--- src/rtl/mem_pkg.sv ---
// Shared types and lane helpers for the data-memory access path.
// Size codes, FSM states, big-endian lane shift/mask/extract/extend.
package mem_pkg;

  localparam logic [1:0] SIZE_BYTE = 2'b00;
  localparam logic [1:0] SIZE_HALF = 2'b01;
  localparam logic [1:0] SIZE_WORD = 2'b10;

  typedef enum logic [1:0] {
    IDLE,
    RD,
    WR,
    RSP
  } state_t;

  // Big-endian: lane 0 is the MSB byte, so shift = (3-lane)*8.
  function automatic logic [4:0] lane_shift(
    input logic [1:0] size,
    input logic [1:0] lane
  );
    case (size)
      SIZE_BYTE: lane_shift = {~lane, 3'b000};
      SIZE_HALF: lane_shift = {~lane[1], 4'b0000};
      default:   lane_shift = 5'd0;
    endcase
  endfunction

  function automatic logic [31:0] lane_mask(
    input logic [1:0] size,
    input logic [1:0] lane
  );
    logic [31:0] m;
    case (size)
      SIZE_BYTE: m = 32'h0000_00ff;
      SIZE_HALF: m = 32'h0000_ffff;
      default:   m = 32'hffff_ffff;
    endcase
    lane_mask = m << lane_shift(size, lane);
  endfunction

  function automatic logic [31:0] lane_extract(
    input logic [31:0] word,
    input logic [1:0]  size,
    input logic [1:0]  lane
  );
    logic [31:0] s;
    s = word >> lane_shift(size, lane);
    case (size)
      SIZE_BYTE: lane_extract = {24'd0, s[7:0]};
      SIZE_HALF: lane_extract = {16'd0, s[15:0]};
      default:   lane_extract = s;
    endcase
  endfunction

  function automatic logic [31:0] sign_ext(
    input logic [31:0] v,
    input logic [1:0]  size,
    input logic        uns
  );
    case (size)
      SIZE_BYTE: sign_ext = uns ? v : {{24{v[7]}}, v[7:0]};
      SIZE_HALF: sign_ext = uns ? v : {{16{v[15]}}, v[15:0]};
      default:   sign_ext = v;
    endcase
  endfunction

endpackage

--- src/rtl/mem_access_unit_if.sv ---
// Request/response handshake plus data-memory port bundle.
// slave: the access unit; master: requester and memory side.
interface mem_access_unit_if #(
  parameter int MEM_ADDR_BITS = 6
);
  logic                     i_req_valid;
  logic                     o_req_ready;
  logic                     i_req_we;
  logic [1:0]               i_req_size;
  logic                     i_req_unsigned;
  logic [31:0]              i_req_addr;
  logic [31:0]              i_req_wdata;
  logic                     o_rsp_valid;
  logic                     i_rsp_ready;
  logic [31:0]              o_rsp_rdata;
  logic                     o_rsp_err;
  logic [MEM_ADDR_BITS-1:0] o_mem_addr;
  logic                     o_mem_wr_en;
  logic [31:0]              o_mem_wdata;
  logic [31:0]              i_mem_rdata;

  modport slave (
    input  i_req_valid, i_req_we, i_req_size,
    input  i_req_unsigned, i_req_addr, i_req_wdata,
    input  i_rsp_ready, i_mem_rdata,
    output o_req_ready, o_rsp_valid, o_rsp_rdata,
    output o_rsp_err, o_mem_addr, o_mem_wr_en,
    output o_mem_wdata
  );

  modport master (
    output i_req_valid, i_req_we, i_req_size,
    output i_req_unsigned, i_req_addr, i_req_wdata,
    output i_rsp_ready, i_mem_rdata,
    input  o_req_ready, o_rsp_valid, o_rsp_rdata,
    input  o_rsp_err, o_mem_addr, o_mem_wr_en,
    input  o_mem_wdata
  );
endinterface

--- src/rtl/mem_lane_align.sv ---
// Combinational lane merge (store) and lane extract/extend (load).
// Ports: i_old_word, i_new_data, i_size, i_lane, i_unsigned -> o_store_word, o_load_word.
module mem_lane_align
  import mem_pkg::*;
(
  input  logic [31:0] i_old_word,
  input  logic [31:0] i_new_data,
  input  logic [1:0]  i_size,
  input  logic [1:0]  i_lane,
  input  logic        i_unsigned,
  output logic [31:0] o_store_word,
  output logic [31:0] o_load_word
);
  logic [4:0]  w_sh;
  logic [31:0] w_mask;

  assign w_sh   = lane_shift(i_size, i_lane);
  assign w_mask = lane_mask(i_size, i_lane);

  assign o_store_word = (i_old_word & ~w_mask)
                      | ((i_new_data << w_sh) & w_mask);

  assign o_load_word = sign_ext(
    lane_extract(i_old_word, i_size, i_lane),
    i_size, i_unsigned);
endmodule

--- src/rtl/mem_access_unit.sv ---
// Big-endian data-memory initiator: loads, word stores, sub-word RMW stores.
// Ports: clk, rst (sync active-low), bus (slave modport: req/rsp/mem port).
module mem_access_unit
  import mem_pkg::*;
#(
  parameter int MEM_BYTES     = 64,
  parameter int MEM_ADDR_BITS = $clog2(MEM_BYTES)
) (
  input  logic               clk,
  input  logic               rst,
  mem_access_unit_if.slave   bus
);
  state_t r_state, w_next;

  logic                     r_we;
  logic [1:0]               r_size;
  logic                     r_uns;
  logic [1:0]               r_lane;
  logic [31:0]              r_wdata;
  logic                     r_err;
  logic [31:0]              r_rdata;
  logic [MEM_ADDR_BITS-1:0] r_mem_addr;
  logic [31:0]              r_mem_wdata;

  logic        w_err;
  logic        w_word_st;
  logic        w_ready;
  logic        w_rsp_valid;
  logic [31:0] w_merged;
  logic [31:0] w_load;

  assign w_err =
    (bus.i_req_size == 2'b11) ||
    (bus.i_req_size == SIZE_HALF && bus.i_req_addr[0]) ||
    (bus.i_req_size == SIZE_WORD && bus.i_req_addr[1:0] != 2'b00) ||
    (|(bus.i_req_addr >> MEM_ADDR_BITS));

  assign w_word_st = bus.i_req_we && bus.i_req_size == SIZE_WORD;

  mem_lane_align u_align (
    .i_old_word   (bus.i_mem_rdata),
    .i_new_data   (r_wdata),
    .i_size       (r_size),
    .i_lane       (r_lane),
    .i_unsigned   (r_uns),
    .o_store_word (w_merged),
    .o_load_word  (w_load)
  );

  always_ff @(posedge clk) begin
    if (!rst) r_state <= IDLE;
    else      r_state <= w_next;
  end

  always_comb begin
    w_next      = r_state;
    w_ready     = 1'b0;
    w_rsp_valid = 1'b0;
    unique case (r_state)
      IDLE: begin
        w_ready = 1'b1;
        if (bus.i_req_valid) begin
          if (w_err)          w_next = RSP;
          else if (w_word_st) w_next = WR;
          else                w_next = RD;
        end
      end
      RD:  w_next = r_we ? WR : RSP;
      WR:  w_next = RSP;
      RSP: begin
        w_rsp_valid = 1'b1;
        if (bus.i_rsp_ready) w_next = IDLE;
      end
      default: w_next = IDLE;
    endcase
  end

  always_ff @(posedge clk) begin
    if (!rst) begin
      r_we        <= 1'b0;
      r_size      <= 2'b00;
      r_uns       <= 1'b0;
      r_lane      <= 2'b00;
      r_wdata     <= 32'd0;
      r_err       <= 1'b0;
      r_rdata     <= 32'd0;
      r_mem_addr  <= '0;
      r_mem_wdata <= 32'd0;
    end else begin
      unique case (r_state)
        IDLE: begin
          if (bus.i_req_valid) begin
            r_we    <= bus.i_req_we;
            r_size  <= bus.i_req_size;
            r_uns   <= bus.i_req_unsigned;
            r_lane  <= bus.i_req_addr[1:0];
            r_wdata <= bus.i_req_wdata;
            r_err   <= w_err;
            r_rdata <= 32'd0;
            if (!w_err) begin
              r_mem_addr <= {bus.i_req_addr[MEM_ADDR_BITS-1:2], 2'b00};
              if (w_word_st) r_mem_wdata <= bus.i_req_wdata;
            end
          end
        end
        // Old word arrives here: either the load result or RMW merge source.
        RD: begin
          if (r_we) r_mem_wdata <= w_merged;
          else      r_rdata     <= w_load;
        end
        default: ;
      endcase
    end
  end

  assign bus.o_req_ready = w_ready;
  assign bus.o_rsp_valid = w_rsp_valid;
  assign bus.o_rsp_rdata = r_rdata;
  assign bus.o_rsp_err   = r_err;
  assign bus.o_mem_addr  = r_mem_addr;
  assign bus.o_mem_wdata = r_mem_wdata;
  // Reset gates the strobe immediately so an abandoned WR never writes.
  assign bus.o_mem_wr_en = rst && (r_state == WR);
endmodule

--- src/flat_wrapper.sv ---
// flat-port wrapper written by rule: the top's interface ports become plain ports
module mem_access_unit_flat import mem_pkg::*;
#(
  parameter int MEM_BYTES     = 64,
  parameter int MEM_ADDR_BITS = $clog2(MEM_BYTES)
)
  (clk, rst, bus_i_req_valid, bus_i_req_we, bus_i_req_size, bus_i_req_unsigned, bus_i_req_addr, bus_i_req_wdata, bus_i_rsp_ready, bus_i_mem_rdata, bus_o_req_ready, bus_o_rsp_valid, bus_o_rsp_rdata, bus_o_rsp_err, bus_o_mem_addr, bus_o_mem_wr_en, bus_o_mem_wdata);
  mem_access_unit_if #(.MEM_ADDR_BITS(MEM_ADDR_BITS)) bus_i ();
  input  logic clk;
  input  logic rst;
  input wire logic [$bits(bus_i.i_req_valid)-1:0] bus_i_req_valid;
  input wire logic [$bits(bus_i.i_req_we)-1:0] bus_i_req_we;
  input wire logic [$bits(bus_i.i_req_size)-1:0] bus_i_req_size;
  input wire logic [$bits(bus_i.i_req_unsigned)-1:0] bus_i_req_unsigned;
  input wire logic [$bits(bus_i.i_req_addr)-1:0] bus_i_req_addr;
  input wire logic [$bits(bus_i.i_req_wdata)-1:0] bus_i_req_wdata;
  input wire logic [$bits(bus_i.i_rsp_ready)-1:0] bus_i_rsp_ready;
  input wire logic [$bits(bus_i.i_mem_rdata)-1:0] bus_i_mem_rdata;
  output wire logic [$bits(bus_i.o_req_ready)-1:0] bus_o_req_ready;
  output wire logic [$bits(bus_i.o_rsp_valid)-1:0] bus_o_rsp_valid;
  output wire logic [$bits(bus_i.o_rsp_rdata)-1:0] bus_o_rsp_rdata;
  output wire logic [$bits(bus_i.o_rsp_err)-1:0] bus_o_rsp_err;
  output wire logic [$bits(bus_i.o_mem_addr)-1:0] bus_o_mem_addr;
  output wire logic [$bits(bus_i.o_mem_wr_en)-1:0] bus_o_mem_wr_en;
  output wire logic [$bits(bus_i.o_mem_wdata)-1:0] bus_o_mem_wdata;
  assign bus_i.i_req_valid = bus_i_req_valid;
  assign bus_i.i_req_we = bus_i_req_we;
  assign bus_i.i_req_size = bus_i_req_size;
  assign bus_i.i_req_unsigned = bus_i_req_unsigned;
  assign bus_i.i_req_addr = bus_i_req_addr;
  assign bus_i.i_req_wdata = bus_i_req_wdata;
  assign bus_i.i_rsp_ready = bus_i_rsp_ready;
  assign bus_i.i_mem_rdata = bus_i_mem_rdata;
  assign bus_o_req_ready = bus_i.o_req_ready;
  assign bus_o_rsp_valid = bus_i.o_rsp_valid;
  assign bus_o_rsp_rdata = bus_i.o_rsp_rdata;
  assign bus_o_rsp_err = bus_i.o_rsp_err;
  assign bus_o_mem_addr = bus_i.o_mem_addr;
  assign bus_o_mem_wr_en = bus_i.o_mem_wr_en;
  assign bus_o_mem_wdata = bus_i.o_mem_wdata;
  mem_access_unit #(.MEM_BYTES(MEM_BYTES), .MEM_ADDR_BITS(MEM_ADDR_BITS)) u_core (.clk(clk), .rst(rst), .bus(bus_i));
endmodule
--- config.mk ---
export PLATFORM = sky130hd
export DESIGN_NAME = mem_access_unit_flat
export DESIGN_NICKNAME = d
export VERILOG_FILES = /design/src/rtl/mem_pkg.sv /design/src/rtl/mem_access_unit_if.sv /design/src/rtl/mem_lane_align.sv /design/src/rtl/mem_access_unit.sv /design/src/flat_wrapper.sv
export SDC_FILE = /design/constraint.sdc
export NUM_CORES = 1
export LEC_CHECK = 0
export ABC_AREA = 1
export CORE_ASPECT_RATIO = 1.2
export CORE_MARGIN = 4
export CORE_UTILIZATION = 49
export DETAILED_ROUTE_END_ITERATION = 10
export GPL_TIMING_DRIVEN = 0
export PLACE_DENSITY = 0.84
export SLEW_MARGIN = 40
export SYNTH_ARGS = -nofsm -noshare
export SYNTH_HDL_FRONTEND = slang
export SYNTH_SLANG_ARGS = --single-unit
--- constraint.sdc ---
create_clock -name clk -period 2.25 [get_ports clk]
set_input_delay 0.45 -clock clk [delete_from_list [all_inputs] [get_ports clk]]
set_output_delay 0.45 -clock clk [all_outputs]
set_load 0.005 [all_outputs]
==> results.md <==
* Cell variety after synth at 33
* Drt first pass iters at 6
* Setup CP Type: in -> out
* Drt wl/cell at 17.58 µm
* Commonest non-fill, non-tap cell in the layout: nand2_1
* DR DRC count at 0
* # setup viols final at 0
* DRT iter0 DRCs at 713
* Arrival time at the worst endpoint at 1.73 ns
* Post-Syn Area at 0.006228 mm²
* Sink Count at 109
* Syn_area_per_cell at 6.272 µm²
* All-layer global routing usage at 0.3149
* Worst Skew at 0.009572 ns
* Commonest cells after routing, fill and taps aside: nand2_1 (244), clkdlybuf4s50_1 (174), a21oi_1 (124), nor2_1 (116)
* Fin nets at 1289
* Diode count at 0
* Critical path fanouts, max at 10
* Placed Instances at 1329
* Row count at 44
* CTS buffer count at 9
* Ordered cell list for the critical path: clkbuf_2, clkbuf_4, clkbuf_4, nand2_1, inv_1, clkdlybuf4s50_1
* Most used cell along the critical path: clkbuf_4
* Status: complete, no violations
* Top-level I/O count at 178
* Final hold viol count at 0
* First-pass GRT wire length at 36.67 mm
* Worst path slowest cell: clkdlybuf4s50_1
* Worst Setup End Kind: primary output
* Slew HR at 0.5464
* Post-Layout Cell Count at 1347
* Largest net degree at the start of global routing at 20
* CP bufs+invs at 5
* Share of the synthesized area in the top cell type at 0.3503
* Worst path required time at 1.80 ns
* Path type of the worst min-delay path: reg -> reg
* Yosys warnings at 0
* Synth area leader: dfxtp_1
* Clock buffer depth at 2
* Number of global-route vias before repair at 6883
* PwrDens at 1280 mW/mm²
* Via density at 5.445
* Area growth, synth to finish at 37.44%
* Post-Syn Instances at 993
* Clk root buf: clkbuf_16
* Fin crit period at 2.179 ns
* Fin crit share at 0.9685
* Delay-heaviest family, CP: buffers and inverters
* DP Area at 0.008175 mm²
* Worst skew pair latency at 0.36 ns
* Cell area after layout at 0.008561 mm²
* DPL Wire Length at 18.80 mm
* Worst path max stage delay at 0.51 ns
* VDD IR max at 0.0007296 V
* Synth top area cells: dfxtp_1 (35%), nand2_1 (15%), a21oi_1 (10%), nand3_1 (8.8%), nor2_1 (7.0%)
* Drt total wl at 23.68 mm
* CP startpoint kind: input pin
* Total core area at 0.01228 mm²
* Starting Density at 0.5073
* Register area share after synthesis at 0.3503
* RSZ-0062 raised after global routing: false
* Register bit total from synthesis at 109
* FMAX at 0.4589 GHz
* WHS at 0.4538 ns
* Final Slew Violations at 0
* Final TNS setup at 0 ns
* Port bufs at 174
* Share of cells above drive strength 1 at 0.07251
* Worst-path clk slew at 0.08 ns
* Die ar. at 0.01459 mm²
* Worst-Margin Slew at 0.6804 ns
* H-tree levels at 3
* Initial antenna violation count at 0
* Pre-CTS WS at -0.4069 ns
* CTS tree: built
* Die width at 110.9 µm
* DR vias at 7334
* Max-cap violations at 0
* Slack of the critical path at 0.07084 ns
* Die Y at 131.5 µm
* Placer Congestion at 1.017
* DRT antenna net count at 0
* Overflow left after global routing at 0
* Leakage at 3.683 nW
[layer usage]
layer	part of all wire	track usage
met1	0.40	0.3829
met3	0.072	0.04600
met4	0.051	0.1670
met2	0.47	0.5364
met5	0	0
[through the flow]
step	total power, mW	util
after floorplan	6.612	-
after global placement	8.955	0.6659
after detailed placement	9.015	0.6659
after CTS	10.76	0.6933
after global routing	11.69	0.6973
final	10.96	0.6973
[timing repair]
action	4_1_cts	5_1_grt
hold buffers	0	0
setup endpoints to repair	22	68
buffers inserted	1	1
gates resized for setup	7	22
hold endpoints to repair	0	0
pin swaps	1	2
[worst paths after layout]
path / startpoint / endpoint / slack [ns] / cells after the start
max: rst / bus_o_mem_wr_en / 0.07 / 6
min reg2reg: u_core.bus.o_mem_addr[5] / u_core.bus.o_mem_addr[5] / 0.45 / 2
min: u_core.bus.o_mem_addr[5] / u_core.bus.o_mem_addr[5] / 0.45 / 2
max reg2reg: u_core.r_state[1] / u_core.bus.o_mem_wdata[20] / 0.12 / 9
[cells in the mapped netlist, drive strengths merged]
| cell | count |
|---|---|
| nand2 | 249 |
| a21oi | 125 |
| nor2 | 120 |
| nand3 | 110 |
| dfxtp | 109 |
| inv | 93 |
| o21ai | 68 |
| buf | 40 |
| clkbuf | 28 |
| o211ai | 19 |
| o2111ai | 9 |
| a21boi | 6 |
| mux2i | 5 |
| ha | 4 |
| a31oi | 2 |
| clkinv | 1 |
| conb | 1 |
| nand4 | 1 |
| nor3 | 1 |
| o21a | 1 |
| or2 | 1 |
[power breakdown]
part	leakage, nW	internal, mW	switching (mW)
Sequential	0.891	2.51	0.350
Combinational	2.64	2.42	3.97
Clock	0.156	0.917	0.785
[cells by family (layout without fill, tap and decap cells)]
logic type | Yosys count | in the layout | share of synthesized area
simple gates | 482 | 482 | 0.3200
other cells | 1 | 2 | 0.0006021
flops | 109 | 109 | 0.3503
mux | 5 | 5 | 0.008036
buf+inv | 162 | 354 | 0.1089
fa+ha+maj | 4 | 4 | 0.008036
compound gates | 230 | 230 | 0.2041
[worst register-to-register path, cell delays in order (launching register included)]
cell      delay (ns)
dfxtp_1         0.39
inv_1           0.09
ha_1            0.29
inv_4           0.16
clkbuf_4        0.25
buf_4           0.26
mux2i_2         0.35
nand3_1         0.13
nand2_1         0.09
nor2_1          0.04
[area by class of cell]
type / instances / area (µm²)
fill: 1125 / 3716
multi-input combinational: 723 / 3395
sequential: 109 / 2182
timing repair buffer: 176 / 1757
inverter: 94 / 359.1
buffer: 68 / 351.6
clock buffer: 10 / 239.0
tap: 161 / 201.4
clock inverter: 6 / 76.32
[state kept, by name, indices dropped and copies added, names as in the netlist, 2 cells and up]
signal / flops
u_core.bus.o_mem_addr: 4
u_core.bus.o_mem_wdata: 32
u_core.bus.o_rsp_rdata: 32
u_core.r_lane: 2
u_core.r_size: 2
u_core.r_state: 2
u_core.r_wdata: 32
No activity file was read; power rests on OpenSTA's default activity.
